## src/rtl/dram_pkg.sv

```systemverilog
// Shared widths and response-entry type for the DRAM request controller.
package dram_pkg;

  localparam int ADDR_WIDTH     = 15;
  localparam int DATA_WIDTH     = 32;
  localparam int BE_WIDTH       = DATA_WIDTH / 8;
  localparam int RSP_FIFO_DEPTH = 3;
  localparam int RSP_CNT_W      = $clog2(RSP_FIFO_DEPTH + 1);

  typedef struct packed {
    logic                  err;
    logic [DATA_WIDTH-1:0] rdata;
  } rsp_entry_t;

  function automatic logic is_aligned(input logic [1:0] byte_lsb);
    return byte_lsb == 2'b00;
  endfunction

endpackage

```

## src/rtl/dram_rsp_fifo.sv

```systemverilog
// Small synchronous response FIFO with registered occupancy count.
module dram_rsp_fifo #(
  parameter int  DEPTH   = dram_pkg::RSP_FIFO_DEPTH,
  parameter type entry_t = dram_pkg::rsp_entry_t,
  parameter int  CNT_W   = $clog2(DEPTH + 1)
) (
  input  logic             clk,
  input  logic             rst,
  input  logic             push,
  input  entry_t           push_data,
  input  logic             pop,
  output entry_t           head,
  output logic             empty,
  output logic [CNT_W-1:0] count
);

  localparam int PTR_W = (DEPTH > 1) ? $clog2(DEPTH) : 1;

  entry_t           storage [DEPTH];
  logic [PTR_W-1:0] rd_ptr;
  logic [PTR_W-1:0] wr_ptr;

  function automatic logic [PTR_W-1:0] ptr_next(input logic [PTR_W-1:0] ptr);
    return (ptr == PTR_W'(DEPTH - 1)) ? '0 : ptr + 1'b1;
  endfunction

  always_ff @(posedge clk) begin
    if (!rst) begin
      rd_ptr <= '0;
      wr_ptr <= '0;
      count  <= '0;
    end else begin
      if (push) begin
        storage[wr_ptr] <= push_data;
        wr_ptr          <= ptr_next(wr_ptr);
      end
      if (pop) begin
        rd_ptr <= ptr_next(rd_ptr);
      end
      case ({push, pop})
        2'b10:   count <= count + 1'b1;
        2'b01:   count <= count - 1'b1;
        default: count <= count;
      endcase
    end
  end

  assign head  = storage[rd_ptr];
  assign empty = (count == '0);

endmodule

```

## src/rtl/dram_req_ctrl.sv

```systemverilog
// Request/response front end for a single-port synchronous RAM with a
// one-cycle read latency; responses are returned in order through a small FIFO.
module dram_req_ctrl #(
  parameter int ADDR_WIDTH = dram_pkg::ADDR_WIDTH,
  parameter int DATA_WIDTH = dram_pkg::DATA_WIDTH,
  parameter int BE_WIDTH   = dram_pkg::BE_WIDTH
) (
  input  logic                  clk,
  input  logic                  rst,
  input  logic                  req_valid,
  output logic                  req_ready,
  input  logic                  req_we,
  input  logic [ADDR_WIDTH+1:0] req_addr,
  input  logic [DATA_WIDTH-1:0] req_wdata,
  input  logic [BE_WIDTH-1:0]   req_be,
  output logic                  rsp_valid,
  input  logic                  rsp_ready,
  output logic [DATA_WIDTH-1:0] rsp_rdata,
  output logic                  rsp_err,
  output logic [ADDR_WIDTH-1:0] mem_addr,
  output logic [DATA_WIDTH-1:0] mem_wr_data,
  output logic                  mem_wr_en,
  output logic [BE_WIDTH-1:0]   mem_wr_byte_en,
  input  logic [DATA_WIDTH-1:0] mem_rd_data,
  output logic                  mem_rst
);

  import dram_pkg::*;

  typedef struct packed {
    logic                  err;
    logic [DATA_WIDTH-1:0] rdata;
  } entry_t;

  logic                 accept;
  logic                 aligned;
  logic                 inflight;
  logic                 inflight_err;
  logic                 inflight_we;
  entry_t               push_entry;
  entry_t               head;
  logic                 fifo_empty;
  logic [RSP_CNT_W-1:0] fifo_count;
  logic [RSP_CNT_W:0]   occupancy;

  // Reserve a FIFO slot at acceptance so the push one cycle later can never overflow.
  assign occupancy = {1'b0, fifo_count} + (RSP_CNT_W + 1)'(inflight);
  assign req_ready = rst && (occupancy < (RSP_CNT_W + 1)'(RSP_FIFO_DEPTH));
  assign accept    = req_valid && req_ready;
  assign aligned   = is_aligned(req_addr[1:0]);

  assign mem_addr       = req_addr[ADDR_WIDTH+1:2];
  assign mem_wr_data    = req_wdata;
  assign mem_wr_byte_en = req_be;
  assign mem_wr_en      = accept && req_we && aligned;
  assign mem_rst        = ~rst;

  always_ff @(posedge clk) begin
    if (!rst) begin
      inflight     <= 1'b0;
      inflight_err <= 1'b0;
      inflight_we  <= 1'b0;
    end else begin
      inflight     <= accept;
      inflight_err <= !aligned;
      inflight_we  <= req_we;
    end
  end

  // RAM read data is only meaningful for the cycle after an aligned read.
  always_comb begin
    push_entry.err   = inflight_err;
    push_entry.rdata = (inflight_err || inflight_we) ? '0 : mem_rd_data;
  end

  dram_rsp_fifo #(
    .DEPTH   (RSP_FIFO_DEPTH),
    .entry_t (entry_t),
    .CNT_W   (RSP_CNT_W)
  ) u_rsp_fifo (
    .clk       (clk),
    .rst       (rst),
    .push      (inflight),
    .push_data (push_entry),
    .pop       (rsp_valid && rsp_ready),
    .head      (head),
    .empty     (fifo_empty),
    .count     (fifo_count)
  );

  assign rsp_valid = !fifo_empty;
  assign rsp_rdata = rsp_valid ? head.rdata : '0;
  assign rsp_err   = rsp_valid && head.err;

endmodule

```

## config.mk

```make
export PLATFORM = sky130hd
export DESIGN_NAME = dram_req_ctrl
export DESIGN_NICKNAME = d
export VERILOG_FILES = /design/src/rtl/dram_pkg.sv /design/src/rtl/dram_rsp_fifo.sv /design/src/rtl/dram_req_ctrl.sv
export SDC_FILE = /design/constraint.sdc
export NUM_CORES = 1
export LEC_CHECK = 0
export CAP_MARGIN = 20
export CORE_ASPECT_RATIO = 1.25
export CORE_MARGIN = 5
export CORE_UTILIZATION = 30
export DETAILED_ROUTE_END_ITERATION = 6
export GPL_ROUTABILITY_DRIVEN = 0
export HOLD_SLACK_MARGIN = 0.12
export MAX_ROUTING_LAYER = met4
export PLACE_DENSITY_LB_ADDON = 0.08
export SLEW_MARGIN = 20
export SYNTH_ARGS = -nofsm -noshare
export SYNTH_HDL_FRONTEND = slang
export SYNTH_SLANG_ARGS = --single-unit
```

## constraint.sdc

```tcl
create_clock -name clk -period 5.32 [get_ports clk]
set_clock_uncertainty 0.05 [all_clocks]
set_input_delay 1.596 -clock clk [delete_from_list [all_inputs] [get_ports clk]]
set_output_delay 1.596 -clock clk [all_outputs]
set_load 0.005 [all_outputs]
```

==> results of run 1 <==
kinds of logic after synthesis:
group                    Yosys count
AO/OA/AOI/OAI                      8
buffers and inverters             70
adder cells (fa/ha/maj)            3
XOR/XNOR                           2
multiplexers                      67
AND/OR/NAND/NOR                   85
flip-flops                       110
routing by layer:
metal  global-route usage (%)
met2                    18.17
met5                        -
met3                    1.735
met4                    6.147
met1                    12.74
synth_stat cells (2+ instances only):
| library cell | number |
|---|---|
| edfxtp_1 | 99 |
| buf_4 | 54 |
| nor2_1 | 40 |
| mux2i_1 | 34 |
| and2_1 | 33 |
| mux2_2 | 33 |
| dfxtp_1 | 11 |
| clkbuf_1 | 6 |
| a21oi_1 | 4 |
| inv_1 | 4 |
| buf_6 | 3 |
| ha_1 | 3 |
| nand2_1 | 3 |
| nor3b_1 | 3 |
| buf_2 | 2 |
| or3_1 | 2 |
stage by stage:
| step | utilization, % | hold WS (ns) |
|---|---|---|
| 2_1_floorplan | - | 0.3939 |
| 3_3_place_gp | 34.35 | 0.4152 |
| 3_5_place_dp | 34.35 | 0.4235 |
| 4_1_cts | 36.09 | 0.4338 |
| 5_1_grt | 36.09 | 0.4493 |
==> metrics, run 1 <==
Synth Instances=345; EDFF count, synth=99; first-pass GRT wire length=15680 µm; synthesized area per cell=14.33 µm²; Most used DFF post-synth=edfxtp_1; pre-CTS WS=0.5318 ns; Area after DPL=approximately 5600 µm²; placed insts=577; area share of fa/ha/maj cells after synthesis=0.7593%; largest family of logic cells by synthesized area=multiplexers; multiplexer share of the synthesized area=14.40%; Async SR Flop Fraction=0%; Die X=124.8 µm; Cell Area, Synth=about 4900 µm²; TritonCTS Buffers=9; syn nets=438; DPL Wire Length=5951 µm; H-tree level count=3; status=aborted with a tool error; Core Rows=52; xor and xnor area share after synthesis=less than 1%; Port Buf Inserts=75; Cell variety after synth=27; post-synth top area share=60.14%; clk sinks=110; Global Route Usage Sum=10.97%; synth warn=0; CTS root buf=clkbuf_16; largest net degree at the start of global routing=35; clock buffer depth=2; largest cells by area after synthesis=edfxtp_1 60%, buf_4 8.2%, mux2_2 7.5%, mux2i_1 6.9%, dfxtp_1 4.5%; vias in the first global route=2880; Seq cells post-synth=110; post-CTS resize count=0; Error=[ERROR DRT-0255] Maze Route cannot find path of net req_wdata[18] in worker of routeBox ( 96600 0 ) ( 124815 48300 ).; Seq/Total Area, Yosys=64.59%; # Post-CTS Setup Buffers=0; simple-gate portion of the synthesized area=8.656%; die height=~150 µm; cell taking the most area after synthesis=edfxtp_1; hold_buf cts=0; boundary pin count=178; Synth Area in Compound Gates=1.316%; Initial Utilization=about 31%; Stopped at=detailed routing; Remaining Overflow, GRT=0; antenna violations before repair=0
==> run 2: changes to the inputs <==
--- a/config.mk
+++ b/config.mk
@@ -6,14 +6,11 @@
 export NUM_CORES = 1
 export LEC_CHECK = 0
 export CAP_MARGIN = 20
-export CORE_ASPECT_RATIO = 1.25
 export CORE_MARGIN = 5
-export CORE_UTILIZATION = 30
+export CORE_UTILIZATION = 20
 export DETAILED_ROUTE_END_ITERATION = 6
 export GPL_ROUTABILITY_DRIVEN = 0
-export HOLD_SLACK_MARGIN = 0.12
-export MAX_ROUTING_LAYER = met4
-export PLACE_DENSITY_LB_ADDON = 0.08
+export PLACE_DENSITY_LB_ADDON = 0.15
 export SLEW_MARGIN = 20
 export SYNTH_ARGS = -nofsm -noshare
 export SYNTH_HDL_FRONTEND = slang
==> metrics, run 2 <==
status=completed (was aborted with a tool error); most common cell after layout, fill and taps aside=edfxtp_1; syn nets=438 (unchanged); largest net degree at the start of global routing=35 (unchanged); Data arrival, critical path=between 3 and 4 ns; Period minus WS final=about 4.8 ns; Slew @ Worst Pin=0.9666 ns; DPL Wire Length=6893 µm (was 5951 µm); CTS tree=done; Global Route Usage Sum=7.874% (was 10.97%); uppermost routed layer=met4; CTS root buf=clkbuf_16 (unchanged); Seq cells post-synth=110 (unchanged); top-count cell post-synth=edfxtp_1 (unchanged); f_max=206.9 MHz; clk sinks=110 (unchanged); Die ar.=27960 µm²; final hold violation count=0; Reg with most FFs=u_rsp_fifo.storage; post-route ant nets=0; hold_sp=u_rsp_fifo.rd_ptr[0]; largest cells by area after synthesis=edfxtp_1 60%, buf_4 8.2%, mux2_2 7.5%, mux2i_1 6.9%, dfxtp_1 4.5% (unchanged); Core Footprint=between 20000 and 25000 µm²; Tot Pwr=2.414 mW; Worst path most repeated cell=clkdlybuf4s50_1; maximum VDD drop=0.0001289 V; Critical Path Fanout Max=9; Async SR Flop Fraction=0% (unchanged); Power Density=397.6 nW/µm²; Starting DRT DRC Count=98; max FFs per register=between 90 and 100; cell taking the most area after synthesis=edfxtp_1 (unchanged); final setup violating endpoints=0; EDFF count, synth=99 (unchanged); number of detailed-route iterations in the first pass=4; boundary pin count=178 (unchanged); RSZ-0062 raised after global routing=no; antenna violations before repair=0 (unchanged); post-synth top area share=60.14% (unchanged); WL met2=5173 µm; Post-Route M1 WL=4912 µm; Most used DFF post-synth=edfxtp_1 (unchanged); Synth Instances=345 (unchanged); antenna fix cells=0; worst hold slack=0.4428 ns; post-CTS resize count=0 (unchanged); DRC Markers=0; Worst-Skew Late Latency=0.35 ns; metal3 WL=between 500 and 600 µm; Worst R2R Path Depth=5; hold_buf cts=0 (unchanged); vias in the first global route=2983 (was 2880); fin cells=705; TNS Setup=0 ns; Initial Utilization=20.33% (was 30.51%); critical path type=input port to output port; fill count=between 2000 and 3000; R2R Path End=u_rsp_fifo.count[1]; number of max-cap violations=0; hold crit path type=register to register; placed insts=688 (was 577); commonest non-fill, non-tap cells in the layout=99 x edfxtp_1, 75 x clkdlybuf4s50_1, 38 x nor2_1; share of cells above drive strength 1=17.06%; Core Rows=57 (was 52); first-pass GRT wire length=16940 µm (was 15680 µm); H-tree level count=3 (unchanged); Synth top cells by count=99 x edfxtp_1, 54 x buf_4, 40 x nor2_1 (unchanged); drt wl/cell=15.52 µm; Area Overhead vs Synth=22.80%; Min-Delay Path Depth=2; pre-CTS WS=0.4435 ns (was 0.5318 ns); # Post-CTS Setup Buffers=0 (unchanged); Slew Limit Headroom=a little over a third; Die X=167.2 µm (was 124.8 µm); P_leak=~1.9 nW; Seq/Total Area, Yosys=64.59% (unchanged); Port Buf Inserts=75 (unchanged); Slew Limit Fails=0; Remaining Overflow, GRT=0 (unchanged); Nets=469; via count=2622; clock buffer depth=2 (unchanged); die height=167.2 µm (was 153.5 µm); Critical Path Slowest Stage Cell=clkdlybuf4s50_1; drt via density=~3.7; TritonCTS Buffers=9 (unchanged); Final Cycle Share=90.84%; clk slew on worst S/H paths=0.07 ns; R2R setup slack=3.58 ns; crit-path max cell delay=about 0.55 ns; Cell Area, Synth=4943 µm² (unchanged); synthesized area per cell=14.33 µm² (unchanged); Cell variety after synth=27 (unchanged); routed wire length=10940 µm; CP Data Required Time=3.67 ns; crit path launch type=input port; crit path capture type=output port; RR Startpoint=u_rsp_fifo.count[0]; synth warn=0 (unchanged); crit-path cells=clkdlybuf4s50_1, clkinv_1, buf_4, a211oi_1, clkdlybuf4s50_1; final setup margin=between 0.4 and 0.5 ns
[run 2: where the power goes]
part,switching [mW],internal [mW]
logic,0.272,0.384
registers,0.0621,0.979
clock network,0.301,0.415
[run 2: area by class of cell]
| type | count | area (µm²) | area share [%] |
|---|---|---|---|
| flip-flops and latches | 110 | 3196 | 52.64 |
| multi-input cells | 165 | 1290 | 21.25 |
| repair buffers | 85 | 845.8 | 13.93 |
| well taps | 324 | 405.4 | 6.678 |
| clock buffers | 11 | 232.7 | 3.833 |
| clock inverters | 5 | 82.58 | 1.360 |
| inverters | 5 | 18.77 | 0.3092 |
[run 2: critical path: cells and delay by family]
family          cells  cell delay (ns)
buf+inv             4             1.36
compound gates      1             0.22
[run 2: worst max path at each step]
stage	startpoint	endpoint	slack (ns)	depth (start not counted)
finish	rst	req_ready	0.49	5
global route	rst	req_ready	0.37	5
CTS	rst	req_ready	0.44	5
detailed placement	rst	req_ready	0.44	5
global placement	rst	req_ready	0.55	5
floorplan	rst	u_rsp_fifo.storage[1][0]	0.65	2
[run 2: logic make-up (layout without fill, tap and decap cells)]
kind of cell | count (synthesis) | after routing | synth area share [%]
AND/OR/NAND/NOR | 85 | 85 | 8.656
flip-flops | 110 | 110 | 64.59
AO/OA/AOI/OAI | 8 | 8 | 1.316
XOR/XNOR | 2 | 2 | 0.3544
buffers and inverters | 70 | 106 | 9.921
adder cells (fa/ha/maj) | 3 | 3 | 0.7594
multiplexers | 67 | 67 | 14.40
[run 2: metal layers]
metal	vias to the layer above	global-route usage (%)
li1	1226	-
met1	1291	9.507
met2	64	12.94
met3	41	2.122
met4	0	4.023
met5	-	0
[run 2: stage by stage]
stage | area, µm² | utilization [%]
5_1_grt | 6071 | 24.96
3_3_place_gp | 5728 | 23.55
2_1_floorplan | 4943 | -
6_report | 6071 | 24.96
3_5_place_dp | 5728 | 23.55
4_1_cts | 6043 | 24.85
(Power assumes the default switching activity.)
==> run 3: changes to the inputs <==
--- a/config.mk
+++ b/config.mk
@@ -9,7 +9,6 @@
 export CORE_MARGIN = 5
 export CORE_UTILIZATION = 20
 export DETAILED_ROUTE_END_ITERATION = 6
-export GPL_ROUTABILITY_DRIVEN = 0
 export PLACE_DENSITY_LB_ADDON = 0.15
 export SLEW_MARGIN = 20
 export SYNTH_ARGS = -nofsm -noshare
==> results of run 3 <==
Same layout as run 2: the final DEF is identical, and so are final timing and power.
==> run 4: changes to the inputs <==
--- a/config.mk
+++ b/config.mk
@@ -10,6 +10,7 @@
 export CORE_UTILIZATION = 20
 export DETAILED_ROUTE_END_ITERATION = 6
 export PLACE_DENSITY_LB_ADDON = 0.15
+export SKIP_CTS_REPAIR_TIMING = 1
 export SLEW_MARGIN = 20
 export SYNTH_ARGS = -nofsm -noshare
 export SYNTH_HDL_FRONTEND = slang
==> results of run 4 <==
Same layout as run 2: the final DEF is identical, and so are final timing and power.
